`src/rtl/alu.sv`:
```
// alu: 32-bit ALU with a registered result and 1-cycle latency.
// Define ALU_SLTU_EN to enable unsigned set-less-than on opcode 1010.
module alu #(
  parameter int WIDTH   = 32,
  parameter int SHAMT_W = 5
) (
  input  logic             clk,
  input  logic             rst_n,
  input  logic             in_valid,
  input  logic [3:0]       opcode,
  input  logic [WIDTH-1:0] operand_0,
  input  logic [WIDTH-1:0] operand_1,
  output logic             out_valid,
  output logic [WIDTH-1:0] result
);
  localparam logic [3:0] OP_ADD  = 4'b0000;
  localparam logic [3:0] OP_SUB  = 4'b0001;
  localparam logic [3:0] OP_AND  = 4'b0010;
  localparam logic [3:0] OP_OR   = 4'b0011;
  localparam logic [3:0] OP_XOR  = 4'b0100;
  localparam logic [3:0] OP_SLL  = 4'b0110;
  localparam logic [3:0] OP_SRL  = 4'b0111;
  localparam logic [3:0] OP_SRA  = 4'b1000;
  localparam logic [3:0] OP_SLT  = 4'b1001;
`ifdef ALU_SLTU_EN
  localparam logic [3:0] OP_SLTU = 4'b1010;
  logic sltu;
`endif
  logic [WIDTH-1:0]   alu_res, result_d, result_q;
  logic [SHAMT_W-1:0] shamt;
  logic               slt, out_valid_d, out_valid_q;
  always_comb begin
    shamt = operand_1[SHAMT_W-1:0];
    slt   = $signed(operand_0) < $signed(operand_1);
`ifdef ALU_SLTU_EN
    sltu  = operand_0 < operand_1;
`endif
    alu_res = '0;
    case (opcode)
      OP_ADD:  alu_res = operand_0 + operand_1;
      OP_SUB:  alu_res = operand_0 - operand_1;
      OP_AND:  alu_res = operand_0 & operand_1;
      OP_OR:   alu_res = operand_0 | operand_1;
      OP_XOR:  alu_res = operand_0 ^ operand_1;
      OP_SLL:  alu_res = operand_0 << shamt;
      OP_SRL:  alu_res = operand_0 >> shamt;
      OP_SRA:  alu_res = $signed(operand_0) >>> shamt;
      OP_SLT:  alu_res = {{(WIDTH-1){1'b0}}, slt};
`ifdef ALU_SLTU_EN
      OP_SLTU: alu_res = {{(WIDTH-1){1'b0}}, sltu};
`endif
      default: alu_res = '0;
    endcase
    result_d    = in_valid ? alu_res : result_q;
    out_valid_d = in_valid;
  end
  always_ff @(posedge clk or negedge rst_n) begin
    if (!rst_n) begin
      result_q    <= '0;
      out_valid_q <= 1'b0;
    end else begin
      result_q    <= result_d;
      out_valid_q <= out_valid_d;
    end
  end
  assign result    = result_q;
  assign out_valid = out_valid_q;
endmodule

```
`config.mk`:
```
export PLATFORM = sky130hd
export DESIGN_NAME = alu
export DESIGN_NICKNAME = d
export VERILOG_FILES = /design/src/rtl/alu.sv
export SDC_FILE = /design/constraint.sdc
export NUM_CORES = 1
export LEC_CHECK = 0
export CAP_MARGIN = 20
export CELL_PAD_IN_SITES_DETAIL_PLACEMENT = 0
export CELL_PAD_IN_SITES_GLOBAL_PLACEMENT = 2
export CORE_ASPECT_RATIO = 0.7
export CORE_MARGIN = 2
export CORE_UTILIZATION = 36
export DETAILED_ROUTE_END_ITERATION = 10
export GPL_TIMING_DRIVEN = 0
export PLACE_DENSITY = 0.88
export SLEW_MARGIN = 0
export SYNTH_ARGS = -nofsm -noshare
export SYNTH_HDL_FRONTEND = slang
export SYNTH_SLANG_ARGS = --single-unit
```
`constraint.sdc`:
```
create_clock -name clk -period 4.35 [get_ports clk]
set_input_delay 1.0875 -clock clk [delete_from_list [all_inputs] [get_ports clk]]
set_output_delay 1.0875 -clock clk [all_outputs]
set_load 0.01 [all_outputs]
```
Word level (Yosys, flattened, before mapping)

Index checks and enable logic that the tools add are counted.

Add/subtract/negate cells: 2
Order comparisons: 1
Equality and inequality tests: 8
Shifts and indexed selects: 3
Mux-type cells: 1
Bitwise logic cells: 3
Reductions and logical operators: 1

Operator list:

| cell                                                                  | count |
|---|---|
| 32-bit case mux with 9 select lines                                   | 1 |
| 32-bit adder                                                          | 1 |
| 32-bit bitwise AND                                                    | 1 |
| 32-bit less-than comparator                                           | 1 |
| 32-bit OR                                                             | 1 |
| 32-bit by 5-bit left shift with 32-bit output                         | 1 |
| 32-bit by 5-bit >> shifter with 32-bit output                         | 1 |
| 32-bit by 5-bit >>> shifter with 32-bit output                        | 1 |
| 32-bit subtractor                                                     | 1 |
| 32-bit XOR                                                            | 1 |
| 4-bit by 3-bit equality test with 1-bit output, second input constant | 3 |
| 4-bit by 2-bit equality test with 1-bit output, second input constant | 2 |
| 4-bit equality test, second input constant                            | 2 |
| 4-bit by 1-bit equality test with 1-bit output, second input constant | 1 |
| 4-bit logical NOT                                                     | 1 |

Bits in registers: 33
Input bits: 71
Logic and storage cells: 21

Logic depth before layout (Yosys ltp)

Word-level depth: 2
Mapped depth: 15
Depth with buffers taken out: 13

Worst setup path after synthesis

Ideal clock, no wire load.

Path type: in2reg
From: input port operand_1[2]
To: register result_q[30] (netlist: result[30])
Arrival time: 4408 ps
Required time: 4211 ps
Setup slack: -196 ps
Stages on the path: 15
Cells stage by stage: buf_2 inv_2 clkbuf_1 buf_1 ha_1 o21ba_1 nor4_4 o31a_1 o211ai_2 o211ai_2 a31oi_1 or4_4 a21oi_2 nor2_1 or4_1

Word-level cells in the longest chain between the ends: 2
Elaborated cells between the ends (all ways): 6
Those cells by class: add/sub: 2; shift: 3; mux: 1

RTL lines:

| element                                   | RTL line | text |
|---|---|---|
| start: declaration                        | 12       | `input logic [WIDTH-1:0] operand_1,` |
| 32-bit subtractor (tied with other cells) | 41       | `OP_SUB: alu_res = operand_0 - operand_1;` |
| 32-bit case mux with 9 select lines *     | 39       | `case (opcode)` |
| end signal: assignment                    | 62       | `result_q <= result_d;` |
| end: declaration                          | 29       | `logic [WIDTH-1:0] alu_res, result_d, result_q;` |

Every way passes the cells marked *; elsewhere a longest branch is shown, timed or not.
A chain may end at the register's enable or synchronous reset.

Final worst setup path

From: input port operand_0[15]
To: register result_q[31] (netlist: result[31])

Word-level cells in the longest chain between the ends: 2
Elaborated cells between the ends (all ways): 6
Those cells by class: add/sub: 2; shift: 3; mux: 1

RTL lines:

| element                                   | RTL line | text |
|---|---|---|
| start: declaration                        | 11       | `input logic [WIDTH-1:0] operand_0,` |
| 32-bit subtractor (tied with other cells) | 41       |  |
| 32-bit case mux with 9 select lines *     | 39       |  |

Marks and branches as above.

==> impl_metrics.csv <==
group,metric,value,unit
final_layout,final_area,11700,µm²
power_and_ir_drop,power_switching,0.00119,W
global_routing,grt_start_max_net_pins,34,
timing,rsz0062_at_grt,"yes",
synthesis,syn_avg_cell_area,6.87,µm²
clocking,insertion_delay,0.29,ns
setup_path,max_stage_delay,0.53,ns
power_and_ir_drop,p_per_area,197,nW/µm²
timing,setup_viol,2,
setup_path,path_delay_family,"compound AO/OA/AOI/OAI gates",
die,die-area,28000,µm²
synthesis,synth-edff-count,0,
job,cap_violations,0,
global_routing,grt_use_met2,53.6,%
timing,period_needed,4.36,ns
timing,setup-tns-final,-0.0187,ns
setup_path,path_cells,"clkdlybuf4s15_1 -> inv_1 -> ha_2 -> inv_2 -> o21ai_0 -> a21oi_1 -> o21ai_0 -> nand3_1 -> o21a_1 -> nand2b_1 -> a221oi_2 -> mux2i_1 -> a32oi_1",
detailed_routing,via_count,12411,
global_routing,grt_use_total,40.8,%
detailed_routing,viasPerCell,6.62,
clocking,clkTransAtPathRegs,0.06,ns
synthesis,synth_top_family_by_area,"compound AO/OA/AOI/OAI gates",
clocking,htreeDepth,2,
timing,relSlewSlack,25.0,%
setup_path,crit_top_cell,"o21ai_0",
setup_path,reg2regPathDepth,6,
timing,clock.fmax,0.229,GHz
synthesis,synth_top_flop_cell,"dfrtp_1",
power_and_ir_drop,pwr-share-clk,17.7,%
timing,tightest_slew,1.12,ns
hold_path,min_path_cells,1,
synthesis,synthTopCellsByCount,"171 x nor2_1, 152 x a21oi_1, 130 x nand2_1, 97 x ha_1, 81 x inv_1",
synthesis,synthXorXnorAreaFrac,2.28,%
setup_path,critPathMaxFanout,10,
clocking,cts_tree,"done",
setup_path,startpoint_type,"primary input",
synthesis,synthMuxAreaShare,12.9,%
setup_path,slowest_stage,"clkdlybuf4s15_1",
clocking,cts_root_buf,"clkbuf_16",
setup_path,critPathCaptureType,"register",
synthesis,synth_nets,1566,
global_routing,busiest_layer,"met1",
final_layout,seq_area,826,µm²
global_routing,met1_usage,60.4,%
synthesis,synth_compound_area_share,34.7,%
die,dieWidth,199,µm
timing,finalClockSkew,0,ns
placed_design,port_buffers,101,
synthesis,ys_warn_count,0,
power_and_ir_drop,pwr-share-seq,15.6,%
global_routing,met3_usage,17.1,%
placed_design,post_dp_cell_area,11100,µm²
synthesis,synth_top_cells_by_area,"ha_1 13%, dfrtp_1 8.6%, a21oi_1 7.9%, nor2_1 6.7%, mux4_2 6.3%",
die,core-area,25900,µm²
power_and_ir_drop,swShare,51.3,%
timing,worst_slack,-0.0123,ns
detailed_routing,wl,57800,µm
setup_path,arrival,4.51,ns
detailed_routing,routedWlPerCell,30.8,µm
clocking,cts.sinks,33,
setup_path,critPathBufInv,3,
clocking,hold_buffers,0,
final_layout,drive_above_1_share,13.0,%
global_routing,overflow,0,
final_layout,nFillCells,2836,
synthesis,yosysMostFrequentCell,"nor2_1",
synthesis,synth-seq-cells,33,
global_routing,grt_pass1_vias,11605,
timing,hold_violations,0,
outcome,outcome,"complete, but fails checks",
timing,post-route-period-util,100,%
synthesis,netlist_area,9590,µm²
clocking,cts_buffer_depth,2,
detailed_routing,first_iter_violations,1737,
placed_design,post-dp-hpwl,46000,µm
die,die_y,141,µm
detailed_routing,ant_nets,0,
final_layout,nets,1686,
synthesis,synth_top_area_cell,"ha_1",
setup_path,worstSetupPathType,"in -> reg",
synthesis,synthCells,1396,
hold_path,min_path_type,"reg -> reg",
final_layout,area_delta_synth_final,22.2,%
outcome,violations,"setup timing",
power_and_ir_drop,vdd_ir_drop_max,0.122,mV
synthesis,synthAdderAreaFrac,13.1,%
power_and_ir_drop,p_int,0.00113,W
die,ioPinCount,104,
synthesis,async_flop_share,100,%
synthesis,ys_types,76,
die,num_rows,49,
die,start_util,37.0,%
synthesis,synth_top_area_share,12.7,%
synthesis,synthSimpleGateAreaFrac,20.1,%
setup_path,required,4.50,ns
global_routing,grt_pass1_wl,81800,µm
detailed_routing,drc,0,
timing,slew_viol_final,0,
synthesis,synth-seq-area-share,8.62,%
power_and_ir_drop,combinationalPowerShare,66.7,%
placed_design,finalWeightedCongestion,1.05,
final_layout,multi_input_area,8230,µm²
timing,hold_slack,0.486,ns
global_routing,antenna_found_initial,2,
detailed_routing,firstDrtPassIters,6,
setup_path,cp.depth,13,
power_and_ir_drop,p_leak,4.93,nW
clocking,numCtsBuffers,5,
final_layout,post-route-util,45.2,%
worst reg2reg max path: stages, from the launching register on:
cell,delay [ns]
dfrtp_1,0.40
nor2b_1,0.15
nor2_1,0.24
nor3_1,0.07
nand2_1,0.10
nor2_1,0.04
or4_1,0.51
what timing repair did:
item	CTS	global route
gates resized for setup	128	88
pin swaps	7	10
setup buffers	8	6
endpoints found under the setup margin	32	26
cell families (layout without fill, tap and decap cells):
kind of cell	Yosys count	in the layout
XOR/XNOR	25	25
AO/OA/AOI/OAI	515	515
flip-flops	33	33
other	0	2
buffers and inverters	205	326
adder cells (fa/ha/maj)	99	99
multiplexers	88	88
AND/OR/NAND/NOR	431	431
final cells by class:
cell class                 count  area share (%)
multi-input combinational   1158            70.3
timing repair buffer         117            9.26
sequential                    33            7.05
buffer                       104            4.99
tap                          357            3.81
inverter                      97            3.25
clock buffer                   7            1.30
clock inverter                 1          0.0427
antenna                        2          0.0427
per-stage QoR:
stage / std cells / total power (W) / setup WS, ns
CTS: 1870 / 0.00222 / 0.00137
finish: 1876 / 0.00231 / -0.0123
global placement: 1854 / 0.00177 / -2.83
detailed placement: 1856 / 0.00175 / -2.31
floorplan: 1396 / 0.00118 / 0.00810
global route: 1874 / 0.00241 / -0.0105
flip-flops by register name (all words and copies together) (netlist names):
name       cells
out_valid      1
result        32
power by group through the flow:
stage	clock (W)	sequential (W)	combinational, W
floorplan	0	0.000371	0.000810
global placement	0	0.000365	0.00140
detailed placement	0	0.000365	0.00139
CTS	0.000410	0.000360	0.00145
global route	0.000423	0.000363	0.00162
finish	0.000409	0.000361	0.00154
layout by cell type (no fill, tap or decap), drive strengths merged, types with 11 or more instances in the layout:
cell,n
a31oi,28
nor3,37
inv,94
xnor2,22
o21bai,12
mux2,11
buf,50
o21ai,113
mux2i,50
o2111ai,11
a211oi,30
nand2b,13
o211ai,20
a221oi,12
a21oi,153
clkbuf,88
nand2,130
o2bb2ai,12
mux4,27
a21o,18
nand3,17
dfrtp,33
nor2,171
clkdlybuf4s50,71
nor2b,13
ha,97
a22oi,16
routing by layer:
| layer | part of all wire, % | vias up | wire (µm) |
|---|---|---|---|
| met1 | 45 | 6025 | 26100 |
| met5 | 0.33 | - | 192 |
| met2 | 37 | 923 | 21600 |
| met3 | 15 | 94 | 8530 |
| met4 | 2.6 | 4 | 1480 |
| li1 | - | 5365 | - |
worst paths after layout:
| check | from | to | slack [ns] |
|---|---|---|---|
| max | operand_0[15] | result[31]$_DFFE_PN0P_ | -0.01 |
| min | result[18]$_DFFE_PN0P_ | result[18]$_DFFE_PN0P_ | 0.49 |
| max reg2reg | result[30]$_DFFE_PN0P_ | result[30]$_DFFE_PN0P_ | 2.72 |
| min reg2reg | result[18]$_DFFE_PN0P_ | result[18]$_DFFE_PN0P_ | 0.49 |
| max in group asynchronous | rst_n | result[3]$_DFFE_PN0P_ | 2.84 |
| min in group asynchronous | rst_n | result[22]$_DFFE_PN0P_ | 0.94 |
Power figures use the tool's default switching activity.
==> RTL edit (same settings) <==
Take the reset off `result_q` and load it in a clocked block of its own.
--- a/src/rtl/alu.sv
+++ b/src/rtl/alu.sv
@@ -58,8 +58,10 @@
     if (!rst_n) begin
-      result_q    <= '0;
       out_valid_q <= 1'b0;
     end else begin
-      result_q    <= result_d;
       out_valid_q <= out_valid_d;
     end
+  end
+
+  always_ff @(posedge clk) begin
+    result_q <= result_d;
   end
Formal check against the unedited RTL: not equivalent (a bounded check fails within 4 cycles, from zero or initial values and one cycle with rst_n low).
==> RTL edit against the unedited design <==
  * The flow still finishes with violations (negative setup slack)
  * Routed wire length shrank 4.2%
  * Power grew 4.0%
  * Final cell count shrank 0.69%
  * Worst setup slack lost 0.058 ns
  * Area after synthesis grew 0.48%
  * Cell area grew 2.8%
  * Die area grew 0.47%
  * Sequential cell count is the same
  * Critical endpoint is now result[9]$_DFFE_PP_
  * Via count shrank 0.77%
==> RTL edit: results (changes against the unedited design) <==
Run status: finished, violations left
Violated checks: negative setup slack
Non-clk bufs: 227 (+2.7%)
Worst setup startpoint: operand_1[2]
Largest cells by area after synthesis: ha_1 (13%), edfxtp_1 (10%), a21oi_1 (6.3%)
Count of flip-flops with a built-in enable after synthesis: 32 (+32)
Peak VDD IR: 144 uV (+18%)
Final Worst Setup Slack: -0.0703 ns (-0.0580 ns)
Sw Pwr: 1.15 mW (-2.8%)
DR iter-0 viols: 1773 (+2.1%)
Antenna violations before repair: 0 (-2)
Slowest cell on the critical path: buf_2
Worst EP required: 4.35 ns (-0.15 ns)
Vias in the first global route: 10968 (-5.5%)
Power Total: 2.40 mW (+4.0%)
Signal buf overhead: 15.4% (+1.1 points)
Met2 GRT Util: 51.0% (-2.5 points)
Gpl congestion: 1.06 (+0.40%)
Nonclk inv count: 93 (-4.1%)
Comb pwr share: 65.0% (-1.7 points)
DRT Pass-1 Iters: 5 (-1)
Main synth FF type: edfxtp_1
Crit path largest cell delay: 0.42 ns (-0.11 ns)
Synth Area in Compound Gates: 35.8% (+1.1 points)
Critical Path Sink: result[9]$_DFFE_PP_
IO Port Bufs: 102 (+0.99%)
Max layer used: met4
DP Wirelength: 44.1 mm (-4.2%)
GRT Overall Usage: 38.3% (-2.5 points)
# setup viols final: 1 (-1)
Fraction of registers with async set/reset: 3.03% (-97 points)
Via/cell ratio: 6.61 (about the same)
Crit path max-delay family: buffers and inverters
-- RTL edit: cell types whose count changed in the layout (fill, tap and decap cells not counted), sizes merged, moves of 18 or more --
cell,change
a21oi,-32
buf,+29
clkbuf,-24
nor2,-38
dfrtp,-32
o22ai,+19
a31oi,-18
nand2,+27
edfxtp,+32
-- RTL edit: metrics by stage --
step	worst slack, ns	setup TNS [ns]	cell area, sq um
finish	-0.0703	-0.0703	12000
global route	0.000417	0	12000
CTS	-0.0391	-0.0509	11800
detailed placement	-2.16	-41.86	11100
global placement	-2.20	-42.82	11100
floorplan	0.0361	0	9660
-- RTL edit: logic make-up (layout without fill, tap and decap cells) --
group | count (synthesis) | after routing
AOI/OAI and AO/OA | 513 | 513
xor gates and xnor gates | 11 | 11
adders and majority gates | 99 | 99
buffers and inverters | 193 | 328
DFF | 33 | 33
muxes | 86 | 86
and+or+nand+nor | 429 | 429
